`src/rtl/sif_wa_store.sv`:
```
// rtl/sif_wa_store.sv - posted-write FIFO draining into a register bank, with reads ordered behind older pending writes
module sif_wa_store #(
    parameter int DEPTH  = 4,
    parameter int REG_AW = 4
) (
    input  logic                       clk,
    input  logic                       rst_n,
    input  logic                       wa_wr_s,
    input  logic [15:0]                wa_addr,
    input  logic [15:0]                wa_data_wr,
    input  logic                       drain_en,
    input  logic                       rd_req,
    input  logic [15:0]                rd_addr,
    output logic [15:0]                rd_data,
    output logic                       rd_valid,
    output logic                       rd_busy,
    output logic                       wa_full,
    output logic [$clog2(DEPTH+1)-1:0] fill_level,
    output logic                       wr_drop,
    output logic                       addr_err
);

    localparam int PW = $clog2(DEPTH);
    localparam int CW = $clog2(DEPTH + 1);
    localparam int NW = 1 << REG_AW;

    typedef enum logic [1:0] {
        S_IDLE,
        S_WAIT,
        S_READ
    } state_t;

    state_t              state;
    state_t              state_nxt;

    logic [REG_AW-1:0]   fifo_addr [DEPTH];
    logic [15:0]         fifo_data [DEPTH];
    logic [PW-1:0]       wr_ptr;
    logic [PW-1:0]       rd_ptr;
    logic [CW-1:0]       count_nxt;
    logic [CW-1:0]       wait_cnt;
    logic [CW-1:0]       wait_cnt_nxt;
    logic [15:0]         bank [NW];
    logic [REG_AW-1:0]   rd_addr_q;
    logic [REG_AW-1:0]   rd_addr_nxt;

    logic                in_range;
    logic                push;
    logic                pop;
    logic                fifo_hit;
    logic                hazard;
    logic                unused_rd_addr_hi;

    // Only the bank-index bits of a read address are meaningful.
    assign unused_rd_addr_hi = ^rd_addr[15:REG_AW];

    assign in_range = (wa_addr[15:REG_AW] == '0);
    // A full FIFO drops the write even if a pop frees a slot at the same edge.
    assign push     = wa_wr_s && in_range && !wa_full;
    assign pop      = (fill_level != '0) && drain_en && (state != S_READ);
    assign rd_busy  = (state != S_IDLE);

    always_comb begin
        count_nxt = fill_level;
        case ({push, pop})
            2'b10:   count_nxt = fill_level + CW'(1);
            2'b01:   count_nxt = fill_level - CW'(1);
            default: count_nxt = fill_level;
        endcase
    end

    // Scan the live FIFO slots, oldest first, for a write to the requested word.
    always_comb begin
        fifo_hit = 1'b0;
        for (int k = 0; k < DEPTH; k++) begin
            if ((CW'(k) < fill_level) &&
                (fifo_addr[rd_ptr + PW'(k)] == rd_addr[REG_AW-1:0])) begin
                fifo_hit = 1'b1;
            end
        end
    end

    assign hazard = fifo_hit || (push && (wa_addr[REG_AW-1:0] == rd_addr[REG_AW-1:0]));

    always_ff @(posedge clk or negedge rst_n) begin
        if (!rst_n) begin
            wr_ptr     <= '0;
            rd_ptr     <= '0;
            fill_level <= '0;
            wa_full    <= 1'b0;
            wr_drop    <= 1'b0;
            addr_err   <= 1'b0;
            for (int i = 0; i < DEPTH; i++) begin
                fifo_addr[i] <= '0;
                fifo_data[i] <= '0;
            end
            for (int i = 0; i < NW; i++) begin
                bank[i] <= '0;
            end
        end else begin
            if (push) begin
                fifo_addr[wr_ptr] <= wa_addr[REG_AW-1:0];
                fifo_data[wr_ptr] <= wa_data_wr;
                wr_ptr            <= wr_ptr + PW'(1);
            end
            if (pop) begin
                bank[fifo_addr[rd_ptr]] <= fifo_data[rd_ptr];
                rd_ptr                  <= rd_ptr + PW'(1);
            end
            fill_level <= count_nxt;
            wa_full    <= (count_nxt == CW'(DEPTH));
            wr_drop    <= wa_wr_s && in_range && wa_full;
            addr_err   <= wa_wr_s && !in_range;
        end
    end

    always_comb begin
        state_nxt    = state;
        wait_cnt_nxt = wait_cnt;
        rd_addr_nxt  = rd_addr_q;
        case (state)
            S_IDLE: begin
                if (rd_req) begin
                    rd_addr_nxt = rd_addr[REG_AW-1:0];
                    if (hazard) begin
                        state_nxt    = S_WAIT;
                        wait_cnt_nxt = count_nxt;
                    end else begin
                        state_nxt = S_READ;
                    end
                end
            end
            S_WAIT: begin
                // wait_cnt counts only entries older than the read; later pushes never add to it.
                if (wait_cnt == '0) begin
                    state_nxt = S_READ;
                end else if (pop) begin
                    wait_cnt_nxt = wait_cnt - CW'(1);
                    if (wait_cnt == CW'(1)) begin
                        state_nxt = S_READ;
                    end
                end
            end
            S_READ: begin
                state_nxt = S_IDLE;
            end
            default: begin
                state_nxt = S_IDLE;
            end
        endcase
    end

    always_ff @(posedge clk or negedge rst_n) begin
        if (!rst_n) begin
            state     <= S_IDLE;
            wait_cnt  <= '0;
            rd_addr_q <= '0;
            rd_data   <= '0;
            rd_valid  <= 1'b0;
        end else begin
            state     <= state_nxt;
            wait_cnt  <= wait_cnt_nxt;
            rd_addr_q <= rd_addr_nxt;
            rd_valid  <= (state == S_READ);
            if (state == S_READ) begin
                rd_data <= bank[rd_addr_q];
            end
        end
    end

endmodule

```
`config.mk`:
```
export PLATFORM = sky130hd
export DESIGN_NAME = sif_wa_store
export DESIGN_NICKNAME = d
export VERILOG_FILES = /design/src/rtl/sif_wa_store.sv
export SDC_FILE = /design/constraint.sdc
export NUM_CORES = 1
export LEC_CHECK = 0
export ABC_AREA = 1
export CAP_MARGIN = 30
export CORE_MARGIN = 2
export CORE_UTILIZATION = 41
export CTS_CLUSTER_DIAMETER = 50
export CTS_CLUSTER_SIZE = 8
export DETAILED_ROUTE_END_ITERATION = 8
export GPL_TIMING_DRIVEN = 0
export SLEW_MARGIN = 20
export SYNTH_ARGS = -nofsm -noshare
export SYNTH_HDL_FRONTEND = slang
export SYNTH_SLANG_ARGS = --single-unit
```
`constraint.sdc`:
```
create_clock -name clk -period 2.25 [get_ports clk]
set_input_delay 0.3375 -clock clk [delete_from_list [all_inputs] [get_ports clk]]
set_output_delay 0.3375 -clock clk [all_outputs]
set_load 0.1 [all_outputs]
```
==> results.rst <==
.. list-table::
   :header-rows: 1

   * - Metric
     - Value
   * - Outcome
     - finished with violations
   * - Violated checks
     - setup timing
   * - Number of core rows
     - 74
   * - First DRT Iteration DRCs
     - 1557
   * - Crit path required time
     - 2.75 ns
   * - Post-Syn Instances
     - 1985
   * - Worst-case clock buffer depth
     - 3
   * - Measured slew at the worst slew-check pin
     - 0.988 ns
   * - Worst Setup Start Kind
     - flop
   * - Global-route wire length before repair
     - 94.1 mm
   * - I/O Buffers
     - 63
   * - Vias per inst
     - 5.79
   * - Total die area
     - 0.0433 mm2
   * - Yosys top cell area share
     - 0.545
   * - Worst max-slew margin expressed relative to the limit
     - 0.344
   * - Number of pins exceeding their max-slew limit in the final report
     - 0
   * - Clock slew at reported path FFs
     - 0.05 ns
   * - Worst hold-check slack
     - 0.228 ns
   * - CP arrival
     - 2.75 ns
   * - Share of the cycle needed by the critical path after routing
     - 1.00
   * - Die height
     - 208 um
   * - Fmax
     - 443 MHz
   * - Seq cells post-synth
     - 372
   * - Mean instance size in the synthesized netlist
     - 8.61 um2
   * - Initial Util
     - 0.416
   * - Power density relative to cell area
     - 1290 mW/mm2
   * - Utilization after layout
     - 0.496
   * - Count of vias placed by the detailed router
     - 15.4k
   * - Antenna-violating nets left
     - 0
   * - DRC viols
     - 0
   * - Number of H-tree levels
     - 2
   * - Number of placed instances, taps included
     - 2584
   * - Clock tree from TritonCTS
     - done
   * - Number of clock buffers inserted by TritonCTS
     - 53
   * - Gr usage total
     - 0.291
   * - Cell count of the worst hold path
     - 3
   * - Clock net sink count
     - 372
   * - Floorplan core area
     - 0.0410 mm2
   * - VDD IR max
     - 1.40 mV
   * - Syn-to-layout area delta
     - 19.0%
   * - Final net count
     - 2183
   * - Final hold vios
     - 0
   * - Path depth of the worst reg2reg path
     - 8
   * - Antenna violations before repair
     - 2
   * - Class of the most critical setup path
     - flop to flop
   * - Kind of capture point of the worst setup path
     - flop
   * - Placed instance area
     - 0.0185 mm2
   * - Routed Wire Length
     - 62.6 mm
   * - Max_cap viols
     - 0
   * - Library cell used as clock root buffer
     - clkbuf_16
   * - Count of boundary I/O pins
     - 77
   * - Post-route non-filler standard cell count
     - 2662
   * - X dimension of the die
     - 208 um
   * - Router iterations before antenna repair
     - 7
   * - Worst skew pair latency
     - 0.60 ns
   * - Mean routed wirelength per cell
     - 23.5 um
   * - Weighted congestion at the end of routability-driven global placement
     - 1.03
   * - Class of the tightest hold or removal check
     - input port to flop
   * - Setup slack after layout
     - -0.00578 ns
   * - Fraction of the yosys area taken by sequential cells
     - 0.545
   * - Ratio of cells with drive above 1 in the final layout
     - 0.119
   * - Total congestion overflow after global routing
     - 0
   * - Area of the mapped netlist
     - 0.0171 mm2
   * - Detailed-placement wirelength estimate
     - 43.9 mm
   * - Post-layout total power
     - 26.2 mW
   * - Main area contributors after synthesis
     - dfrtp_1 54%, o21ai_0 11%, nand2_1 8.8%
   * - Synthesis Warnings
     - 0
   * - Number of different library cells in the post-synthesis netlist
     - 39
   * - Pin count of the biggest net entering global routing
     - 85
   * - Cell type with the highest aggregate area in the netlist
     - dfrtp_1
   * - Synthesized net count
     - 2049
   * - Fin Clk Skew
     - 0.0146 ns
   * - Clock period minus final worst setup slack
     - 2.26 ns
   * - Static leakage
     - 9.10 nW
   * - Number of global-route vias before repair
     - 15.1k
   * - Final setup violation count
     - 1
   * - Largest fanout on the critical path
     - 10
   * - Post-route standard cell area excluding fillers
     - 0.0203 mm2
==> stage by stage <==
stage                     TNS (ns)  setup slack (ns)
after floorplan                  0            0.0521
after global placement    -5825.36            -18.17
after detailed placement    -68.20            -0.568
after CTS                        0           0.00658
after global routing       -0.0214           -0.0214
final                     -0.00578          -0.00578
==> area by class of cell <==
cell class,count,area [um2]
antenna,1,2.50
clock inverter,3,60.1
clock buffer,62,1400
tap,532,666
timing repair buffer,84,860
fill,3924,20700
multi-input combinational,1397,6950
sequential,372,9320
inverter,68,260
buffer,143,805
==> synth_stat cells <==
cell type	instances
nand2_1	399
o21ai_0	384
dfrtp_1	372
nor2_1	273
a21oi_1	107
clkbuf_1	84
nand3_1	59
inv_1	56
o221ai_1	46
buf_2	40
a31oi_1	16
o22ai_1	14
buf_6	12
ha_1	11
inv_2	11
a22oi_1	10
buf_4	10
o21ai_1	10
a221oi_2	8
nand2_2	8
o211ai_1	8
nor2_4	7
and2_1	5
nand3_2	5
a22o_1	4
nor2_2	4
xnor2_1	4
a221oi_4	3
xor2_1	3
buf_1	2
nand4_1	2
a21oi_2	1
clkinv_1	1
nand2_4	1
nor3_1	1
nor3_2	1
nor4_1	1
or2_1	1
or2_2	1
==> timing repair <==
item                       4_1_cts  5_1_grt
hold buffers                     1        0
hold endpoints to repair        71        0
gates resized for setup         79       53
pin swaps                        0        3
setup buffers                    4       12
setup endpoints to repair      240      131
==> flip-flops by register name, summed over array words and instances, names as in the netlist <==
name        flops
rd_addr_q       4
wa_full         1
fill_level      3
fifo_data      64
bank          256
fifo_addr      16
state           2
wr_ptr          2
addr_err        1
wr_drop         1
rd_ptr          2
rd_valid        1
wait_cnt        3
rd_data        16
==> where the power goes <==
part           leakage [nW]  internal, mW  switching [mW]
combinational          3.37          2.76            8.04
sequential             5.02          7.61           0.585
clock                 0.717          4.33            2.94
total                  9.10          14.7            11.6
==> logic make-up after synthesis <==
group,Yosys count,share of synthesized area
xor+xnor,7,0.00359
fa+ha+maj,11,0.00806
simple gates,768,0.182
flops,372,0.545
buf+inv,216,0.0579
compound gates,611,0.203
==> layer usage <==
| metal | wire (um) | up-vias | GRT usage |
|---|---|---|---|
| met1 | 25700 | 7578 | 0.383 |
| met4 | 3530 | 2 | 0.156 |
| li1 | - | 6947 | - |
| met2 | 28300 | 710 | 0.455 |
| met3 | 5080 | 184 | 0.0555 |
| met5 | 13 | - | 0 |
==> placed cells by master, fill, tap and decap left out, drive strengths merged, types with 4 or more instances in the layout <==
master | synthesis | layout
inv | 67 | 70
o22ai | 14 | 14
a22o | 4 | 4
nand2 | 408 | 408
dfrtp | 372 | 372
dlygate4sd2 | 0 | 20
xnor2 | 4 | 4
clkdlybuf4s50 | 0 | 38
a31oi | 16 | 16
o211ai | 8 | 8
o21ai | 394 | 394
clkbuf | 84 | 142
o221ai | 46 | 46
and2 | 5 | 5
a22oi | 10 | 10
nor2 | 284 | 284
a221oi | 11 | 11
ha | 11 | 11
a21oi | 108 | 108
nand3 | 64 | 64
buf | 64 | 85
==> worst paths after layout <==
| path | start | endpoint | slack [ns] |
|---|---|---|---|
| min reg2reg | bank[161] | bank[161] | 0.48 |
| min in group asynchronous | rst_n | bank[178] | 0.31 |
| max reg2reg | rd_addr_q[0] | rd_data[0] | -0.006 |
| min | rd_addr[2] | rd_addr_q[2] | 0.23 |
| max | rd_addr_q[0] | rd_data[0] | -0.006 |
| max in group asynchronous | rst_n | bank[246] | 0.34 |
==> critical path, stage by stage, from the launching register on <==
cell,delay (ns)
dfrtp_1,0.36
buf_2,0.17
clkinv_1,0.15
buf_2,0.28
clkbuf_2,0.32
o21ai_0,0.13
o221ai_1,0.28
nand3_1,0.21
a31oi_2,0.25
Note: power is estimated with default switching activity, not from simulation.
